===== config.mk =====
export PLATFORM = sky130hd
export DESIGN_NAME = pixel_scan_sched_flat
export DESIGN_NICKNAME = d
export VERILOG_FILES = /design/src/rtl/pixel_scan_sched_pkg.sv /design/src/rtl/pixel_scan_sched_if.sv /design/src/rtl/pixel_scan_sched_seg_snapshot.sv /design/src/rtl/pixel_scan_sched.sv /design/src/flat_wrapper.sv
export SDC_FILE = /design/constraint.sdc
export NUM_CORES = 1
export LEC_CHECK = 0
export CORE_ASPECT_RATIO = 0.9
export CORE_UTILIZATION = 55
export CTS_BUF_LIST = sky130_fd_sc_hd__clkbuf_8
export CTS_CLUSTER_SIZE = 25
export DETAILED_ROUTE_END_ITERATION = 6
export PLACE_DENSITY = 0.85
export SLEW_MARGIN = 10
export SYNTH_ARGS = -nofsm -noshare
export SYNTH_HDL_FRONTEND = slang
export SYNTH_HIERARCHICAL = 1
export SYNTH_SLANG_ARGS = --single-unit

===== constraint.sdc =====
create_clock -name clk -period 5.01 [get_ports clk]
set_input_delay 1.2525 -clock clk [delete_from_list [all_inputs] [get_ports clk]]
set_output_delay 1.2525 -clock clk [all_outputs]
set_load 0.05 [all_outputs]

===== src/rtl/pixel_scan_sched_pkg.sv =====
// pixel_scan_sched_pkg: shared state encoding, colors, win codes and board limits
package pixel_scan_sched_pkg;

    typedef enum logic [2:0] {
        ST_IDLE,
        ST_SNAP,
        ST_SHOW,
        ST_BLNK,
        ST_WIN
    } state_t;

    typedef struct packed {
        logic [2:0] color;
        logic [3:0] y;
        logic [2:0] x;
    } pixel_t;

    localparam logic [2:0] C_HEAD = 3'b111;
    localparam logic [2:0] C_P0   = 3'b001;
    localparam logic [2:0] C_P1   = 3'b010;
    localparam logic [2:0] C_DRAW = 3'b100;

    localparam logic [1:0] W_NONE = 2'b00;
    localparam logic [1:0] W_P0   = 2'b01;
    localparam logic [1:0] W_P1   = 2'b10;
    localparam logic [1:0] W_DRAW = 2'b11;

    localparam logic [2:0] X_MAX = 3'd7;
    localparam logic [3:0] Y_MAX = 4'd15;

    // Banner pixel for a given winner: P0 top-left, P1 bottom-right, draw near the centre
    function automatic pixel_t win_pixel(input logic [1:0] code);
        pixel_t p;
        p = '0;
        if (code == W_P1)
            p = '{color: C_P1, y: Y_MAX, x: X_MAX};
        else if (code == W_DRAW)
            p = '{color: C_DRAW, y: Y_MAX >> 1, x: X_MAX >> 1};
        else if (code == W_P0)
            p.color = C_P0;
        return p;
    endfunction

endpackage


===== src/rtl/pixel_scan_sched_if.sv =====
// pixel_scan_sched_if: game-side inputs and pixel-driver outputs of the scan scheduler
interface pixel_scan_sched_if #(
    parameter int SEG_N = 5
);

    logic                 en;
    logic [1:0]           win_code;
    logic [3*SEG_N-1:0]   s0_x;
    logic [4*SEG_N-1:0]   s0_y;
    logic [3*SEG_N-1:0]   s1_x;
    logic [4*SEG_N-1:0]   s1_y;
    logic [2:0]           pix_x;
    logic [3:0]           pix_y;
    logic [2:0]           pix_color;
    logic                 pix_valid;
    logic                 frame_done;
    logic                 win_latched;

    modport master (
        output en, win_code, s0_x, s0_y, s1_x, s1_y,
        input  pix_x, pix_y, pix_color, pix_valid, frame_done, win_latched
    );

    modport slave (
        input  en, win_code, s0_x, s0_y, s1_x, s1_y,
        output pix_x, pix_y, pix_color, pix_valid, frame_done, win_latched
    );

endinterface


===== src/rtl/pixel_scan_sched_seg_snapshot.sv =====
// pixel_scan_sched_seg_snapshot: frame-stable copy of both snakes with an indexed segment read
module pixel_scan_sched_seg_snapshot #(
    parameter int SEG_N = 5,
    localparam int IW = $clog2(2*SEG_N)
) (
    input  logic               clk,
    input  logic               rst,
    input  logic               load,
    input  logic [IW-1:0]      idx,
    input  logic [3*SEG_N-1:0] s0_x,
    input  logic [4*SEG_N-1:0] s0_y,
    input  logic [3*SEG_N-1:0] s1_x,
    input  logic [4*SEG_N-1:0] s1_y,
    output logic [2:0]         x,
    output logic [3:0]         y,
    output logic               snake_sel
);

    logic [3*SEG_N-1:0] snap_s0_x, snap_s1_x, src_x;
    logic [4*SEG_N-1:0] snap_s0_y, snap_s1_y, src_y;
    int                 k;

    // Capture both coordinate buses once per frame
    always_ff @(posedge clk or posedge rst) begin
        if (rst) begin
            snap_s0_x <= '0;
            snap_s0_y <= '0;
            snap_s1_x <= '0;
            snap_s1_y <= '0;
        end else if (load) begin
            snap_s0_x <= s0_x;
            snap_s0_y <= s0_y;
            snap_s1_x <= s1_x;
            snap_s1_y <= s1_y;
        end
    end

    // Read segment idx; during load the live buses are read so the first pixel needs no extra cycle
    always_comb begin
        snake_sel = int'(idx) >= SEG_N;
        k = int'(idx) - (snake_sel ? SEG_N : 0);
        src_x = snake_sel ? (load ? s1_x : snap_s1_x) : (load ? s0_x : snap_s0_x);
        src_y = snake_sel ? (load ? s1_y : snap_s1_y) : (load ? s0_y : snap_s0_y);
        x = '0;
        y = '0;
        for (int i = 0; i < SEG_N; i++) begin
            if (k == i) begin
                x = src_x[3*i +: 3];
                y = src_y[4*i +: 4];
            end
        end
    end

endmodule


===== src/rtl/pixel_scan_sched.sv =====
// pixel_scan_sched: time-multiplexes two snakes and a win banner onto one registered pixel port
module pixel_scan_sched #(
    parameter int SEG_N = 5,
    parameter int DWELL = 3000,
    parameter int BLANK = 2
) (
    input  logic              clk,
    input  logic              rst,
    pixel_scan_sched_if.slave bus
);

    import pixel_scan_sched_pkg::*;

    localparam int IW   = $clog2(2*SEG_N);
    localparam int CMAX = DWELL > BLANK ? DWELL : BLANK;
    localparam int CW   = CMAX > 1 ? $clog2(CMAX) : 1;

    state_t          state, nxt;
    logic [IW-1:0]   idx, idx_nxt;
    logic [CW-1:0]   cnt, cnt_nxt;
    logic            done_nxt, load;
    logic            dwell_end, blank_end, last_pix, head;
    logic [2:0]      seg_x;
    logic [3:0]      seg_y;
    logic            snake_sel;
    pixel_t          pix, show_pix;
    logic            pix_valid, frame_done, win_latched;

    assign dwell_end = cnt == CW'(DWELL - 1);
    assign blank_end = cnt == CW'(BLANK - 1);
    assign last_pix  = idx == IW'(2*SEG_N - 1);
    assign head      = idx_nxt == '0 || idx_nxt == IW'(SEG_N);

    pixel_scan_sched_seg_snapshot #(.SEG_N(SEG_N)) u_snap (
        .clk       (clk),
        .rst       (rst),
        .load      (load),
        .idx       (idx_nxt),
        .s0_x      (bus.s0_x),
        .s0_y      (bus.s0_y),
        .s1_x      (bus.s1_x),
        .s1_y      (bus.s1_y),
        .x         (seg_x),
        .y         (seg_y),
        .snake_sel (snake_sel)
    );

    assign show_pix = '{color: head ? C_HEAD : snake_sel ? C_P1 : C_P0, y: seg_y, x: seg_x};

    // Next-state, counter and index sequencing for the scan
    always_comb begin
        nxt      = state;
        idx_nxt  = idx;
        cnt_nxt  = cnt;
        done_nxt = 1'b0;
        load     = 1'b0;
        case (state)
            ST_IDLE: nxt = bus.en ? ST_SNAP : ST_IDLE;
            ST_SNAP: begin
                load    = 1'b1;
                idx_nxt = '0;
                cnt_nxt = '0;
                nxt     = bus.win_code != W_NONE ? ST_WIN : ST_SHOW;
            end
            ST_SHOW: begin
                cnt_nxt = dwell_end ? '0 : cnt + CW'(1);
                nxt     = dwell_end ? ST_BLNK : ST_SHOW;
            end
            ST_BLNK: begin
                cnt_nxt = blank_end ? '0 : cnt + CW'(1);
                if (blank_end && !last_pix) begin
                    idx_nxt = idx + IW'(1);
                    nxt     = ST_SHOW;
                end else if (blank_end) begin
                    done_nxt = 1'b1;
                    nxt      = bus.en ? ST_SNAP : ST_IDLE;
                end
            end
            ST_WIN:  nxt = ST_WIN;
            default: nxt = ST_IDLE;
        endcase
    end

    // State, counters and registered pixel outputs; blanking and SNAP hold the last pixel
    always_ff @(posedge clk or posedge rst) begin
        if (rst) begin
            state       <= ST_IDLE;
            idx         <= '0;
            cnt         <= '0;
            pix         <= '0;
            pix_valid   <= 1'b0;
            frame_done  <= 1'b0;
            win_latched <= 1'b0;
        end else begin
            state       <= nxt;
            idx         <= idx_nxt;
            cnt         <= cnt_nxt;
            frame_done  <= done_nxt;
            pix_valid   <= nxt == ST_SHOW || nxt == ST_WIN;
            win_latched <= win_latched || nxt == ST_WIN;
            pix         <= nxt == ST_SHOW ? show_pix :
                           nxt == ST_IDLE ? '0 :
                           (state == ST_SNAP && nxt == ST_WIN) ? win_pixel(bus.win_code) : pix;
        end
    end

    assign bus.pix_x       = pix.x;
    assign bus.pix_y       = pix.y;
    assign bus.pix_color   = pix.color;
    assign bus.pix_valid   = pix_valid;
    assign bus.frame_done  = frame_done;
    assign bus.win_latched = win_latched;

endmodule


===== src/flat_wrapper.sv =====
// flat-port wrapper written by rule: the top's interface ports become plain ports
module pixel_scan_sched_flat import pixel_scan_sched_pkg::*;
#(
    parameter int SEG_N = 5,
    parameter int DWELL = 3000,
    parameter int BLANK = 2
)
  (clk, rst, bus_en, bus_win_code, bus_s0_x, bus_s0_y, bus_s1_x, bus_s1_y, bus_pix_x, bus_pix_y, bus_pix_color, bus_pix_valid, bus_frame_done, bus_win_latched);
  pixel_scan_sched_if #(.SEG_N(SEG_N)) bus_i ();
  input  logic clk;
  input  logic rst;
  input wire logic [$bits(bus_i.en)-1:0] bus_en;
  input wire logic [$bits(bus_i.win_code)-1:0] bus_win_code;
  input wire logic [$bits(bus_i.s0_x)-1:0] bus_s0_x;
  input wire logic [$bits(bus_i.s0_y)-1:0] bus_s0_y;
  input wire logic [$bits(bus_i.s1_x)-1:0] bus_s1_x;
  input wire logic [$bits(bus_i.s1_y)-1:0] bus_s1_y;
  output wire logic [$bits(bus_i.pix_x)-1:0] bus_pix_x;
  output wire logic [$bits(bus_i.pix_y)-1:0] bus_pix_y;
  output wire logic [$bits(bus_i.pix_color)-1:0] bus_pix_color;
  output wire logic [$bits(bus_i.pix_valid)-1:0] bus_pix_valid;
  output wire logic [$bits(bus_i.frame_done)-1:0] bus_frame_done;
  output wire logic [$bits(bus_i.win_latched)-1:0] bus_win_latched;
  assign bus_i.en = bus_en;
  assign bus_i.win_code = bus_win_code;
  assign bus_i.s0_x = bus_s0_x;
  assign bus_i.s0_y = bus_s0_y;
  assign bus_i.s1_x = bus_s1_x;
  assign bus_i.s1_y = bus_s1_y;
  assign bus_pix_x = bus_i.pix_x;
  assign bus_pix_y = bus_i.pix_y;
  assign bus_pix_color = bus_i.pix_color;
  assign bus_pix_valid = bus_i.pix_valid;
  assign bus_frame_done = bus_i.frame_done;
  assign bus_win_latched = bus_i.win_latched;
  pixel_scan_sched #(.SEG_N(SEG_N), .DWELL(DWELL), .BLANK(BLANK)) u_core (.clk(clk), .rst(rst), .bus(bus_i));
endmodule

=== Word-level counts from Yosys, hierarchy flattened ===
Index checks and enable logic that the tools add are counted.

* Add/subtract/negate cells: 3
* Multiply operators: 0
* Divide/modulo/power cells: 0
* Magnitude comparators: 1
* Equal/unequal tests: 17
* Shift operators: 0
* Muxes and demuxes: 41
* Bitwise operators: 0
* Reduce and logical (&&, ||, !) cells: 13

{| class="wikitable"
|+ Operator list
! operator !! number
|-
| 20-bit 2-to-1 mux || 3
|-
| 15-bit 2-to-1 mux || 3
|-
| 10-bit 2-to-1 mux || 4
|-
| 12-bit case mux with 3 select lines || 1
|-
| 3-bit 2-to-1 mux || 11
|-
| 32-bit logical NOT || 1
|-
| 12-bit 2-to-1 mux || 2
|-
| 4-bit 2-to-1 mux || 6
|-
| 3-bit case mux with 5 select lines || 1
|-
| 12-bit by 1-bit adder with 12-bit output, second input constant || 1
|-
| 12-bit by 1-bit equality test with 1-bit output, second input constant || 1
|-
| 12-bit equality test, second input constant || 1
|-
| 5-bit by 3-bit equality test with 1-bit output, second input constant || 2
|-
| 3-bit by 2-bit equality test with 1-bit output, second input constant || 3
|-
| 4-bit case mux with 2 select lines || 1
|-
| 1-bit 2-to-1 mux || 7
|-
| 3-bit equality test, second input constant || 2
|-
| 3-bit logical NOT || 2
|-
| 6-bit 2-to-1 mux || 1
|-
| 3-bit nonzero test || 2
|-
| 5-bit by 2-bit equality test with 1-bit output, second input constant || 1
|-
| 5-bit by 4-bit equality test with 1-bit output, second input constant || 1
|-
| 4-bit by 3-bit subtractor with 5-bit output || 1
|-
| 4-bit by 1-bit adder with 4-bit output, second input constant || 1
|-
| 12 further kinds || 16
|}

* Flip-flop bits (word level): 102
* Latch bits: 0
* Memory bits (writable): 0
* Bits in read-only memories: 0
* Bits of input ports: 75
* Logic and storage cells: 88
* Memories kept: 0

=== Depth between registers and ports, before layout ===
Gate-level depths: netlist (run 1).

* Depth in word-level cells: 15
* Mapped depth: 24
* Mapped depth without buffers: 20

=== Modules after synthesis ===
Netlist (run 1), hierarchy kept.

{| class="wikitable"
|+ Modules (own cells, without submodules)
! module !! times used !! cells an instance !! area each (sq um) !! seq. area each (sq um)
|-
| pixel_scan_sched_seg_snapshot || 1 || 237 || 3352.0 || 1751.7
|-
| pixel_scan_sched || 1 || 197 || 1798.0 || 800.8
|}

=== Least setup slack after synthesis (run 1) ===
OpenSTA, ideal clock, no wires.

* Path type: register to register
* Start: register u_core.cnt[1]
* End: register u_core.pix, in the netlist u_core/bus.pix_x[2]
* Library setup time: 0.077 ns
* Data arrival time: 3.925 ns
* Data required time: 4.933 ns
* Path slack: 1.007 ns
* Stages on the path, launching flop included: 25
* Path buffers: 5
* Cell sequence: dfrtp_1 -> inv_1 -> ha_1 -> nor4b_4 -> and3_1 -> buf_2 -> nand2_1 -> nand2_1 -> o21ai_0 -> a22o_1 -> o21ai_1 -> and2_1 -> buf_2 -> buf_2 -> inv_1 -> ha_1 -> ha_1 -> clkbuf_1 -> nand2b_1 -> clkbuf_1 -> o221ai_1 -> a21oi_1 -> o32a_1 -> nand2_1 -> a21oi_1

* Longest elaborated chain between the ends: 14
* Elaborated cells between the ends (all ways): 30
* Those cells by class: add/sub (1); order compare (1); eq/ne (8); mux (15); reduce/logical (5)

{| class="wikitable"
|+ RTL lines
! what !! line !! source
|-
| start: declaration || pixel_scan_sched.sv:20 || <nowiki>logic [CW-1:0] cnt, cnt_nxt;</nowiki>
|-
| start signal: assignment || pixel_scan_sched.sv:97 || <nowiki>cnt <= cnt_nxt;</nowiki>
|-
| 12-bit by 1-bit equality test with 1-bit output * || pixel_scan_sched.sv:30 || <nowiki>assign blank_end = cnt == CW'(BLANK - 1);</nowiki>
|-
| 1-bit logical AND * || pixel_scan_sched.sv:71 || <nowiki>if (blank_end && !last_pix) begin</nowiki>
|-
| 4-bit 2-to-1 mux * || pixel_scan_sched.sv:71 ||
|-
| 4-bit case mux with 2 select lines * || pixel_scan_sched.sv:57 || <nowiki>case (state)</nowiki>
|-
| via u_core.idx_nxt[1] || pixel_scan_sched.sv:19 || <nowiki>logic [IW-1:0] idx, idx_nxt;</nowiki>
|-
| 4-bit by 3-bit >= comparator with 1-bit output || pixel_scan_sched_seg_snapshot.sv:40 || <nowiki>snake_sel = int'(idx) >= SEG_N;</nowiki>
|-
| 3-bit 2-to-1 mux || pixel_scan_sched_seg_snapshot.sv:41 || <nowiki>k = int'(idx) - (snake_sel ? SEG_N : 0);</nowiki>
|-
| 4-bit by 3-bit subtractor with 5-bit output || pixel_scan_sched_seg_snapshot.sv:41 ||
|-
| 32-bit logical NOT || pixel_scan_sched_seg_snapshot.sv:47 || <nowiki>if (k == i) begin</nowiki>
|-
| 3-bit 2-to-1 mux (4 in series) || pixel_scan_sched_seg_snapshot.sv:47 ||
|-
| 3-bit 2-to-1 mux * || pixel_scan_sched_seg_snapshot.sv:47 ||
|-
| via u_core.seg_x[2] || pixel_scan_sched.sv:23 || <nowiki>logic [2:0] seg_x;</nowiki>
|-
| 10-bit 2-to-1 mux * || pixel_scan_sched.sv:101 || <nowiki>pix <= nxt == ST_SHOW ? show_pix :</nowiki>
|-
| end signal: assignment || pixel_scan_sched.sv:101 ||
|-
| end: declaration || pixel_scan_sched.sv:26 || <nowiki>pixel_t pix, show_pix;</nowiki>
|}

The timed path passes the listed nets; every way through them passes the cells marked *.
A chain may end at the register's enable or synchronous reset.

=== Final worst setup path (run 1) ===
* Start: register u_core.cnt[1]
* End: register u_core.pix, in the netlist u_core/bus.pix_x[1]

The elaborated chain is that of the path after synthesis.

==> results.rst, run 1 <==
.. list-table::
   :header-rows: 1

   * - Metric
     - Value
   * - Multi-input logic area
     - 0.00242 mm2
   * - Largest net degree at the start of global routing
     - 77
   * - Post_cts resized
     - 0
   * - Most instantiated flip-flop cell in the synthesis netlist
     - sky130_fd_sc_hd__dfrtp_1
   * - Number of global-route vias before repair
     - ~3700
   * - WP data required
     - between 5000 and 6000 ps
   * - PortBufs
     - just under 90
   * - Skew final
     - 8.86 ps
   * - Count of mapped cells out of synthesis
     - about 430
   * - Max-cap viol count
     - 0
   * - Data arrival, critical path
     - 4560 ps
   * - Buffer levels on the longest clock path
     - 2
   * - Run status
     - complete, no violations
   * - Hold Path Class
     - reg2reg
   * - Highest-count cells in the layout ignoring fill and taps
     - sky130_fd_sc_hd__dfrtp_1 (102), sky130_fd_sc_hd__clkdlybuf4s50_1 (87), sky130_fd_sc_hd__nand2_1 (39)
   * - Post-detailed-route count of antenna-violating nets
     - 0
   * - Placed inst area
     - between 0.006 and 0.007 mm2
   * - Die area
     - 0.00976 mm2
   * - Leakage dissipation
     - 0.00262 uW
   * - Core area
     - 0.00908 mm2
   * - DP Cell Count
     - 624
   * - Nets in the synthesized netlist
     - between 500 and 600
   * - Remaining global-route overflow
     - 0
   * - Antenna cells
     - 0
   * - Die H
     - ~94 um
   * - Commonest non-fill, non-tap cell in the layout
     - sky130_fd_sc_hd__dfrtp_1
   * - Maximum operating frequency
     - 0.234 GHz
   * - Peak fanout along the critical path
     - 11
   * - Number of hold violations in the final report
     - 0
   * - Clock-pin slew reported for the worst setup and hold paths after clock tree synthesis
     - 100 ps
   * - Clock Tree Root
     - sky130_fd_sc_hd__clkbuf_8
   * - Maximum level of the CTS H-tree
     - 3
   * - Headroom to the max-slew limit
     - a little over 30%
   * - Seq. cell area
     - 0.00255 mm2
   * - Die Span X
     - 104 um
   * - Share of synthesized flip-flops with an asynchronous set or reset
     - 100%
   * - Slew at the pin closest to its max-slew limit
     - 1040 ps
   * - Final #Nets
     - roughly 600
   * - Sequential fraction of the synthesis area
     - about half
   * - Post-layout instance area
     - 0.00628 mm2
   * - Routability congestion estimate
     - 0.889
   * - Ports placed on the boundary
     - 88
   * - Number of enable flip-flop cells after synthesis
     - 0
   * - 1st-iter DRT viols
     - 274
   * - Total count of max-transition violations in the final report
     - 0
   * - Initial Util
     - 56.7%
   * - Yosys warns
     - 6
   * - Wire length of the first global-routing pass
     - about 19 mm
   * - Total length of routed wires
     - 11.5 mm
   * - Type of origin of the critical path
     - register
   * - Row count
     - 33
   * - Detailed-placement wirelength estimate
     - 8.36 mm
   * - Count of hold-fix buffers inserted at cts
     - 0
   * - Detailed-routing iteration count for the pre-antenna-repair pass
     - 5
   * - Via total after detailed routing
     - 3738
   * - Count of unresolved DRC violations after routing
     - 0
   * - Worst Setup End Kind
     - register
   * - Maximum vdd ir drop
     - 240 uV
   * - Mapped Area
     - slightly above 0.005 mm2
   * - Number of distinct library cells after synthesis
     - 60
   * - RSZ-0062 raised after global routing
     - false
   * - Via/cell ratio
     - 5.84
   * - Cell Pwr Density
     - 546 mW/mm2
   * - Postcts setup bufs
     - 0
   * - Final setup violation count
     - 0
   * - Number of buffers inserted during clock tree synthesis
     - 9
   * - Clock Sink Count
     - approximately 100
   * - Layout Area Growth over Synthesis
     - 21.9%
   * - Final total power
     - roughly 3400 uW
   * - Flop and latch count out of synthesis
     - 102
   * - Antenna violations before repair
     - 0
   * - Final instance count without filler cells
     - 640
   * - Average routed wire per standard cell
     - 18.0 um
   * - Total Negative Setup Slacks
     - 0 ps
   * - Latest clock arrival within the worst-skew pair
     - 360 ps
   * - Shortest clock period the worst path allows after layout
     - 4270 ps
   * - Synthesized area per cell
     - 11.9 um2
   * - Setup CP Type
     - reg2reg
   * - Filler Cells Inserted
     - 652
   * - Final period util
     - a little under nine tenths
   * - CTS tree
     - built
   * - Total routing resource utilization after global routing
     - 24.9%
   * - Proportion of layout cells with a drive suffix above 1
     - 14.7%
## state kept, by name (all words and copies together), names as in the netlist, 3 cells and up
name / cells
u_core/cnt: 12
u_core/u_snap/snap_s1_y: 20
u_core/state: 3
u_core/u_snap/snap_s1_x: 15
u_core/bus.pix_y: 4
u_core/bus.pix_color: 3
u_core/idx: 4
u_core/u_snap/snap_s0_y: 20
u_core/u_snap/snap_s0_x: 15
u_core/bus.pix_x: 3
## cells by family (layout without fill, tap and decap cells)
logic type / Yosys count / after routing / share of synthesized area, %
DFF: 102 / 102 / 49.6
AOI/OAI and AO/OA: 90 / 90 / 12.4
and+or+nand+nor: 110 / 110 / 11.5
muxes: 81 / 81 / 19.9
buffers and inverters: 36 / 120 / 3.50
xor gates and xnor gates: 7 / 7 / 1.19
adders and majority gates: 8 / 8 / 1.94
## power by group
| part | switching (uW) | internal (uW) | leakage [uW] |
|---|---|---|---|
| registers | 140 | 1180 | 0.00125 |
| logic | 835 | 745 | 0.00127 |
| clock network | 292 | 237 | 0.000102 |
| total | 1270 | 2160 | 0.00262 |
## worst paths after layout
path / slack (ps) / from / cells past startpoint / endpoint
worst max-delay path: 740 / u_core/cnt[1] / 20 / u_core/bus.pix_x[1]
worst min-delay path: 480 / u_core/bus.win_latched / 1 / u_core/bus.win_latched
worst max register to register: 740 / u_core/cnt[1] / 20 / u_core/bus.pix_x[1]
worst min register to register: 480 / u_core/bus.win_latched / 1 / u_core/bus.win_latched
max in group asynchronous: 2720 / rst / 3 / u_core/u_snap/snap_s0_y[8]
min in group asynchronous: 1360 / rst / 3 / u_core/bus.pix_y[2]
## synth_stat cells (3+ instances only)
| cell | n | area share (%) |
|---|---|---|
| sky130_fd_sc_hd__dfrtp_1 | 102 | 50 |
| sky130_fd_sc_hd__nand2_1 | 39 | 2.8 |
| sky130_fd_sc_hd__mux2_1 | 31 | 6.8 |
| sky130_fd_sc_hd__a21oi_1 | 23 | 2.2 |
| sky130_fd_sc_hd__mux2_2 | 22 | 4.8 |
| sky130_fd_sc_hd__o21ai_0 | 21 | 2.0 |
| sky130_fd_sc_hd__nor2_1 | 18 | 1.3 |
| sky130_fd_sc_hd__mux2_4 | 17 | 5.0 |
| sky130_fd_sc_hd__buf_2 | 12 | 1.2 |
| sky130_fd_sc_hd__inv_1 | 12 | 0.87 |
| sky130_fd_sc_hd__nand2b_1 | 11 | 1.3 |
| sky130_fd_sc_hd__nand3_1 | 10 | 0.97 |
| sky130_fd_sc_hd__o221ai_1 | 10 | 1.7 |
| sky130_fd_sc_hd__ha_1 | 8 | 1.9 |
| sky130_fd_sc_hd__mux2i_1 | 6 | 1.2 |
| sky130_fd_sc_hd__xor2_1 | 6 | 1.0 |
| sky130_fd_sc_hd__clkbuf_1 | 5 | 0.36 |
| sky130_fd_sc_hd__mux4_2 | 5 | 2.2 |
| sky130_fd_sc_hd__nor3_1 | 5 | 0.49 |
| sky130_fd_sc_hd__o32a_1 | 5 | 0.97 |
| sky130_fd_sc_hd__and2_1 | 4 | 0.49 |
| sky130_fd_sc_hd__and3_1 | 4 | 0.49 |
| sky130_fd_sc_hd__buf_6 | 4 | 0.87 |
| sky130_fd_sc_hd__a21o_1 | 3 | 0.44 |
| sky130_fd_sc_hd__o21ai_1 | 3 | 0.29 |
| sky130_fd_sc_hd__o2bb2ai_1 | 3 | 0.51 |
| sky130_fd_sc_hd__o32ai_1 | 3 | 0.51 |
## layer usage
layer,vias to the layer above,track usage [%],share of wire (%)
li1,1744,-,-
met1,1851,33.6,44
met2,123,40.9,49
met3,20,5.20,4.7
met4,0,7.50,1.5
met5,-,0,0
## layout make-up
cell class,count,share of cell area [%]
Clock buffer,9,1.97
Clock inverter,7,1.28
Inverter,13,0.778
Multi-Input combinational cell,296,38.5
Sequential cell,102,40.7
Tap cell,122,2.43
Timing Repair Buffer,91,14.4
## worst max-delay path, stage by stage, from the launching register on
cell	delay (ps)
sky130_fd_sc_hd__dfrtp_1	440
sky130_fd_sc_hd__inv_1	80
sky130_fd_sc_hd__ha_1	130
sky130_fd_sc_hd__nor4b_4	270
sky130_fd_sc_hd__and3_1	320
sky130_fd_sc_hd__nand2_1	100
sky130_fd_sc_hd__nand2_1	80
sky130_fd_sc_hd__o21ai_0	70
sky130_fd_sc_hd__a22o_1	210
sky130_fd_sc_hd__o21ai_1	130
sky130_fd_sc_hd__and2_1	220
sky130_fd_sc_hd__inv_1	70
sky130_fd_sc_hd__ha_1	210
sky130_fd_sc_hd__ha_1	450
sky130_fd_sc_hd__nand2_1	310
sky130_fd_sc_hd__nor2_1	190
sky130_fd_sc_hd__nand4b_1	280
sky130_fd_sc_hd__a21oi_1	240
sky130_fd_sc_hd__o32a_1	180
sky130_fd_sc_hd__nand2_1	50
sky130_fd_sc_hd__a21oi_1	150
## through the flow
stage,util [%],worst slack (ps),hold WS [ps]
2_1_floorplan,-,1010,454
3_3_place_gp,66.8,1040,452
3_5_place_dp,66.8,812,456
4_1_cts,69.1,776,477
5_1_grt,69.1,334,512
6_report,69.1,744,476
(Power assumes the default switching activity.)
==> inputs of run 2 (changes only) <==
--- a/config.mk
+++ b/config.mk
@@ -5,6 +5,7 @@
 export SDC_FILE = /design/constraint.sdc
 export NUM_CORES = 1
 export LEC_CHECK = 0
+export CAP_MARGIN = 30
 export CORE_ASPECT_RATIO = 0.9
 export CORE_UTILIZATION = 55
 export CTS_BUF_LIST = sky130_fd_sc_hd__clkbuf_8
==> results.rst, run 2 (synthesized netlist as in run 1, its figures left out) <==
.. list-table::
   :header-rows: 1

   * - Metric
     - Value
   * - Maximum level of the CTS H-tree
     - 3 (unchanged)
   * - Worst-path cell with the longest stage delay
     - sky130_fd_sc_hd__or4_4 (was sky130_fd_sc_hd__ha_1)
   * - Wire length of the first global-routing pass
     - 18.8 mm (unchanged)
   * - Worst Path Buf+Inv
     - 3 (was 2)
   * - Cell Pwr Density
     - 546 mW/mm2 (about the same)
   * - Switching power as a share of total power
     - 36.9% (was 37.0%)
   * - Total length of routed wires
     - 11.5 mm (about the same)
   * - Cell-by-cell listing of the critical path
     - inv_1 -> ha_1 -> nor4b_4 -> nand3_2 -> or4_4 -> a21oi_1 -> inv_1 -> and2_1 -> inv_1 -> ha_1 -> ha_1 -> nand2b_1 -> o221a_2 -> o2bb2ai_1 -> o32ai_1 -> nand2_1 -> a21oi_1 (was inv_1 -> ha_1 -> nor4b_4 -> and3_1 -> nand2_1 -> nand2_1 -> o21ai_0 -> a22o_1 -> o21ai_1 -> and2_1 -> inv_1 -> ha_1 -> ha_1 -> nand2_1 -> nor2_1 -> nand4b_1 -> a21oi_1 -> o32a_1 -> nand2_1 -> a21oi_1)
   * - Maximum vdd ir drop
     - 397 uV (was 240 uV)
   * - Worst R2R Start
     - u_core/cnt[1] (unchanged)
   * - Detailed-placement wirelength estimate
     - 8.36 mm (unchanged)
   * - Worst Setup End Kind
     - register (unchanged)
   * - Skew final
     - 9.56 ps (was 8.86 ps)
   * - Layout Area Growth over Synthesis
     - 22.4% (was 21.9%)
   * - PortBufs
     - 87 (unchanged)
   * - R2r endpoint
     - u_core/bus.pix_x[0] (was u_core/bus.pix_x[1])
   * - Clock group share of total power
     - 15.3% (was 15.5%)
   * - Setup CP Type
     - reg2reg (unchanged)
   * - Slowest cell delay on critical path
     - 550 ps (was 450 ps)
   * - WP data required
     - 5300 ps (about the same)
   * - Average routed wire per standard cell
     - 18.0 um (about the same)
   * - Slew at the pin closest to its max-slew limit
     - 831 ps (was 1040 ps)
   * - Largest net degree at the start of global routing
     - 77 (unchanged)
   * - Peak fanout along the critical path
     - 14 (was 11)
   * - Die area
     - 0.00976 mm2 (unchanged)
   * - Clock Sink Count
     - 102 (unchanged)
   * - Total count of max-transition violations in the final report
     - 0 (unchanged)
   * - Final period util
     - 85.0% (was 85.2%)
   * - Cell internal pwr
     - 2170 uW (was 2160 uW)
   * - Worst-case register-to-register setup slack
     - 750 ps (was 740 ps)
   * - Count of hold-fix buffers inserted at cts
     - 0 (unchanged)
   * - Ports placed on the boundary
     - 88 (unchanged)
   * - Proportion of layout cells with a drive suffix above 1
     - 14.8% (was 14.7%)
   * - Via total after detailed routing
     - 3698 (was 3738)
   * - Number of cells on the worst reg-to-reg path
     - 17 (was 20)
   * - Clock-pin slew reported for the worst setup and hold paths after clock tree synthesis
     - 100 ps (about the same)
   * - Via/cell ratio
     - 5.77 (was 5.84)
   * - Shortest clock period the worst path allows after layout
     - 4260 ps (was 4270 ps)
   * - Fraction of power consumed by combinational cells
     - 46.4% (was 46.1%)
   * - Max-cap viol count
     - 0 (unchanged)
   * - Run status
     - complete, no violations (unchanged)
   * - Post-detailed-route count of antenna-violating nets
     - 0 (unchanged)
   * - Die H
     - 93.8 um (unchanged)
   * - Antenna violations before repair
     - 0 (unchanged)
   * - Initial Util
     - 56.7% (unchanged)
   * - Data arrival, critical path
     - 4550 ps (was 4560 ps)
   * - Fin worst setup slack
     - 752 ps (was 744 ps)
   * - Switching pwr
     - 1270 uW (about the same)
   * - Post_cts resized
     - 0 (unchanged)
   * - Critical hold path startpoint
     - u_core/bus.win_latched (unchanged)
   * - Hold path cells
     - 1 (unchanged)
   * - Die Span X
     - 104 um (unchanged)
   * - Total routing resource utilization after global routing
     - 24.9% (unchanged)
   * - Leakage dissipation
     - 0.00263 uW (was 0.00262 uW)
   * - Row count
     - 33 (unchanged)
   * - Highest-count cells in the layout ignoring fill and taps
     - sky130_fd_sc_hd__dfrtp_1 (102), sky130_fd_sc_hd__clkdlybuf4s50_1 (87), sky130_fd_sc_hd__nand2_1 (39) (unchanged)
   * - Final setup violation count
     - 0 (unchanged)
   * - CTS tree
     - built (unchanged)
   * - Number of global-route vias before repair
     - 3728 (unchanged)
   * - Count of unresolved DRC violations after routing
     - 0 (unchanged)
   * - Clock Tree Root
     - sky130_fd_sc_hd__clkbuf_8 (unchanged)
   * - Commonest non-fill, non-tap cell in the layout
     - sky130_fd_sc_hd__dfrtp_1 (unchanged)
   * - Number of hold violations in the final report
     - 0 (unchanged)
   * - Headroom to the max-slew limit
     - 44.5% (was 30.9%)
   * - Total Negative Setup Slacks
     - 0 ps (unchanged)
   * - Gate family responsible for the most delay along the worst path
     - simple AND/OR/NAND/NOR gates (unchanged)
   * - Buffer levels on the longest clock path
     - 2 (unchanged)
   * - Post-layout util
     - 69.4% (was 69.1%)
   * - Registers with the most flip-flops
     - u_core/u_snap/snap_s0_y: 20 flops, u_core/u_snap/snap_s1_y: 20 flops (unchanged)
   * - Worst-case hold path end point
     - u_core/bus.win_latched (unchanged)
   * - Remaining global-route overflow
     - 0 (unchanged)
   * - 1st-iter DRT viols
     - 217 (was 274)
   * - Latest clock arrival within the worst-skew pair
     - 360 ps (about the same)
   * - Worst slack at placement
     - 812 ps (unchanged)
   * - Hold Path Class
     - reg2reg (unchanged)
   * - Detailed-routing iteration count for the pre-antenna-repair pass
     - 5 (unchanged)
   * - Postcts setup bufs
     - 0 (unchanged)
   * - RSZ-0062 raised after global routing
     - false (unchanged)
   * - Final #Nets
     - 597 (was 596)
   * - Antenna cells
     - 0 (unchanged)
   * - Portion of total power attributed to sequential cells
     - 38.2% (was 38.4%)
   * - Maximum operating frequency
     - 0.235 GHz (was 0.234 GHz)
   * - Routability congestion estimate
     - 0.889 (unchanged)
   * - Core area
     - 0.00908 mm2 (unchanged)
   * - Number of buffers inserted during clock tree synthesis
     - 9 (unchanged)
   * - Type of origin of the critical path
     - register (unchanged)
run 2: final cells by class:
class | instances | area, um2
Clock inverter | 7 | 80.1
Multi-Input combinational cell | 296 | 2420
Timing Repair Buffer | 92 | 928
Tap cell | 122 | 153
Clock buffer | 9 | 124
Sequential cell | 102 | 2550
Inverter | 13 | 48.8
Fill cell | 648 | 2780
run 2: per-stage QoR:
step	instance area (um2)	total power [uW]	cells	hold WS (ps)
global route	6300	3640	641	512
detailed placement	6070	2900	624	456
finish	6300	3440	641	476
global placement	6070	2840	624	452
floorplan	5150	2510	434	454
CTS	6280	3440	640	477
run 2: power by group through the flow:
stage | Combinational [uW] | Sequential (uW) | Clock, uW
2_1_floorplan | 1100 | 1410 | 0
3_3_place_gp | 1540 | 1300 | 0
3_5_place_dp | 1570 | 1330 | 0
4_1_cts | 1580 | 1310 | 545
5_1_grt | 1720 | 1350 | 575
6_report | 1600 | 1320 | 528
run 2: how the worst max path moves through the flow:
stage | from | endpoint | slack [ps] | depth (start not counted)
2_1_floorplan | u_core/cnt[1] | u_core/bus.pix_x[2] | 1010 | 24
3_3_place_gp | u_core/cnt[1] | u_core/bus.pix_y[1] | 1040 | 17
3_5_place_dp | u_core/cnt[1] | u_core/bus.pix_x[0] | 810 | 17
4_1_cts | u_core/cnt[1] | u_core/bus.pix_x[1] | 780 | 20
5_1_grt | u_core/cnt[1] | u_core/bus.pix_x[1] | 330 | 20
6_report | u_core/cnt[1] | u_core/bus.pix_x[0] | 750 | 17
run 2: routing by layer:
layer	wire, um	part of all wire (%)	global-route usage, %	vias to the layer above
met5	0	0	0	-
met4	178	1.5	7.50	0
met3	540	4.7	5.20	19
met2	5660	49	40.9	112
met1	5160	45	33.6	1822
li1	-	-	-	1745
run 2: worst register-to-register path, cell delays in order (launching register included):
cell                        delay, ps
sky130_fd_sc_hd__dfrtp_1          440
sky130_fd_sc_hd__inv_1             80
sky130_fd_sc_hd__ha_1             130
sky130_fd_sc_hd__nor4b_4          270
sky130_fd_sc_hd__nand3_2          170
sky130_fd_sc_hd__or4_4            550
sky130_fd_sc_hd__a21oi_1          270
sky130_fd_sc_hd__inv_1            100
sky130_fd_sc_hd__and2_1           200
sky130_fd_sc_hd__inv_1             80
sky130_fd_sc_hd__ha_1             180
sky130_fd_sc_hd__ha_1             340
sky130_fd_sc_hd__nand2b_1         490
sky130_fd_sc_hd__o221a_2          280
sky130_fd_sc_hd__o2bb2ai_1         80
sky130_fd_sc_hd__o32ai_1          290
sky130_fd_sc_hd__nand2_1           80
sky130_fd_sc_hd__a21oi_1          170
==> RTL change (settings of run 2) <==
Re-encode `state_t` (5 states) as one-hot, 5 bits wide.
--- a/src/rtl/pixel_scan_sched_pkg.sv
+++ b/src/rtl/pixel_scan_sched_pkg.sv
@@ -1,12 +1,12 @@
 // pixel_scan_sched_pkg: shared state encoding, colors, win codes and board limits
 package pixel_scan_sched_pkg;
 
-    typedef enum logic [2:0] {
-        ST_IDLE,
-        ST_SNAP,
-        ST_SHOW,
-        ST_BLNK,
-        ST_WIN
+    typedef enum logic [4:0] {
+        ST_IDLE = 5'b00001,
+        ST_SNAP = 5'b00010,
+        ST_SHOW = 5'b00100,
+        ST_BLNK = 5'b01000,
+        ST_WIN  = 5'b10000
     } state_t;
 
     typedef struct packed {
Formal check against the unedited RTL: same outputs for any inputs over 10 cycles, from zero or initial values and one cycle with rst high; not proved beyond that.
==> RTL change against run 2 <==
Area after synthesis up 2.5%; sequential cell count is 2 higher; wire length grew 5.2%; setup slack got worse by 230 ps; cell area increased by 1.9%.
Power is not compared: it rests on default switching activity, and its combinational part moved more than twofold at a synthesized area within 25%.
==> RTL change: results (changes against run 2) <==
\begin{tabular}{lr}
\hline
Metric & Value \\
\hline
\multicolumn{2}{l}{\textbf{Drt}} \\
Met3 WL & 758 um (+40\%) \\
Average via count per standard cell & 5.98 (+3.6\%) \\
Total length of routed met2 wires & 5790 um (+2.2\%) \\
Violation count after the first detailed-routing iteration & 284 (+31\%) \\
Wirelength per Cell & 18.7 um (+3.6\%) \\
Wire length the detailed router placed on met1 & 5410 um (+4.8\%) \\
\multicolumn{2}{l}{\textbf{GRT}} \\
Met1 GRT Util & 35.6\% (+2.0 points) \\
Global-route wire length before repair & 20,000 um (+6.6\%) \\
Maximum number of pins on one net before global-route repair & 46 (-40\%) \\
Number of global-route vias before repair & 3,892 (+4.4\%) \\
GR Util met2 & 42.5\% (+1.7 points) \\
Met3 demand-to-capacity share in global routing & 4.49\% (-0.72 points) \\
\multicolumn{2}{l}{\textbf{Synth}} \\
Portion of netlist area occupied by mux cells & 20.0\% (+0.11 points) \\
Post-synthesis share of cell area spent on full adders, half adders and majority gates & 1.90\% (-0.047 points) \\
Main area contributors after synthesis & sky130\_fd\_sc\_hd\_\_dfrtp\_1, sky130\_fd\_sc\_hd\_\_mux2\_1, sky130\_fd\_sc\_hd\_\_mux2\_2, sky130\_fd\_sc\_hd\_\_mux2\_4, sky130\_fd\_sc\_hd\_\_o21ai\_0 \\
Sequential share of the synthesized area & 49.3\% (-0.24 points) \\
Parity-gate share of the synthesized area counting xor and xnor cells & 0.664\% (-0.53 points) \\
List of most frequent post-synthesis cells & sky130\_fd\_sc\_hd\_\_dfrtp\_1, sky130\_fd\_sc\_hd\_\_nand2\_1, sky130\_fd\_sc\_hd\_\_mux2\_1 \\
Cell variety after synth & 62 (+3.3\%) \\
Fraction of the mapped netlist area in compound gates & 13.2\% (+0.76 points) \\
Post-Syn Nets & 527 (+1.9\%) \\
\multicolumn{2}{l}{\textbf{Worst setup path}} \\
Max incr delay on CP & 490 ps (-60 ps) \\
Maximum fanout along the worst path & 20 (+6) \\
CP max-delay cell & sky130\_fd\_sc\_hd\_\_o32a\_1 \\
\multicolumn{2}{l}{\textbf{Cells and area}} \\
Final net count & 607 (+1.7\%) \\
Share of post-route cells with drive strength above 1 & 15.5\% (+0.66 points) \\
\# fillers & 656 (+1.2\%) \\
\multicolumn{2}{l}{\textbf{Place}} \\
Post-detail-place hpwl & 8760 um (+4.8\%) \\
Global placer's final weighted congestion & 0.843 (-5.2\%) \\
\multicolumn{2}{l}{\textbf{Timing}} \\
Transition time of the tightest slew-check pin & 932 ps (+101 ps) \\
\multicolumn{2}{l}{\textbf{Status}} \\
Outcome & finished clean \\
\hline
\end{tabular}
## RTL change: changes by cell type in the layout (fill, tap and decap cells not counted), sizes merged, moves of 3 or more
cell and delta:
a211oi +4, inv +8, nand2 -6, a21oi -3, o211ai +4, or3 +3
nand2b -5, nor2 -4, nand3 -4
## RTL change: area by class of cell
cell class	count	area (sq um)	share of cell area (%)
clock buffer	9	124	1.93
timing repair buffer	92	933	14.5
tap	122	153	2.38
clock inverter	7	65.1	1.01
multi-input combinational	296	2470	38.4
sequential	104	2600	40.5
inverter	21	78.8	1.23
## RTL change: worst paths after layout
kind | startpoint | endpoint | slack, ps | cells after the start
setup reg to reg | u_core/cnt[3] | u_core/bus.pix_x[1] | 530 | 14
setup / recovery | u_core/cnt[3] | u_core/bus.pix_x[1] | 530 | 14
min in group asynchronous | rst | u_core/u_snap/snap_s0_x[12] | 1100 | 2
max in group asynchronous | rst | u_core/u_snap/snap_s0_y[12] | 3050 | 4
hold reg to reg | u_core/bus.win_latched | u_core/bus.win_latched | 480 | 1
hold / removal | u_core/bus.win_latched | u_core/bus.win_latched | 480 | 1
## RTL change: metrics by stage
stage               worst slack, ps  instances  util (%)  cell area [sq um]  total power, W
detailed placement              625        634      67.5               6220        0.000937
CTS                             566        650      69.6               6410         0.00143
global placement                816        634      67.5               6220        0.000936
finish                          526        651      69.8               6430         0.00142
floorplan                       778        444         -               5280        0.000869
global route                    252        651      69.8               6430         0.00147
## RTL change: logic make-up after synthesis
| group | after synthesis |
|---|---|
| flops | 104 |
| simple gates | 101 |
| buf+inv | 44 |
| xor+xnor | 4 |
| compound gates | 99 |
| fa+ha+maj | 8 |
| mux | 84 |
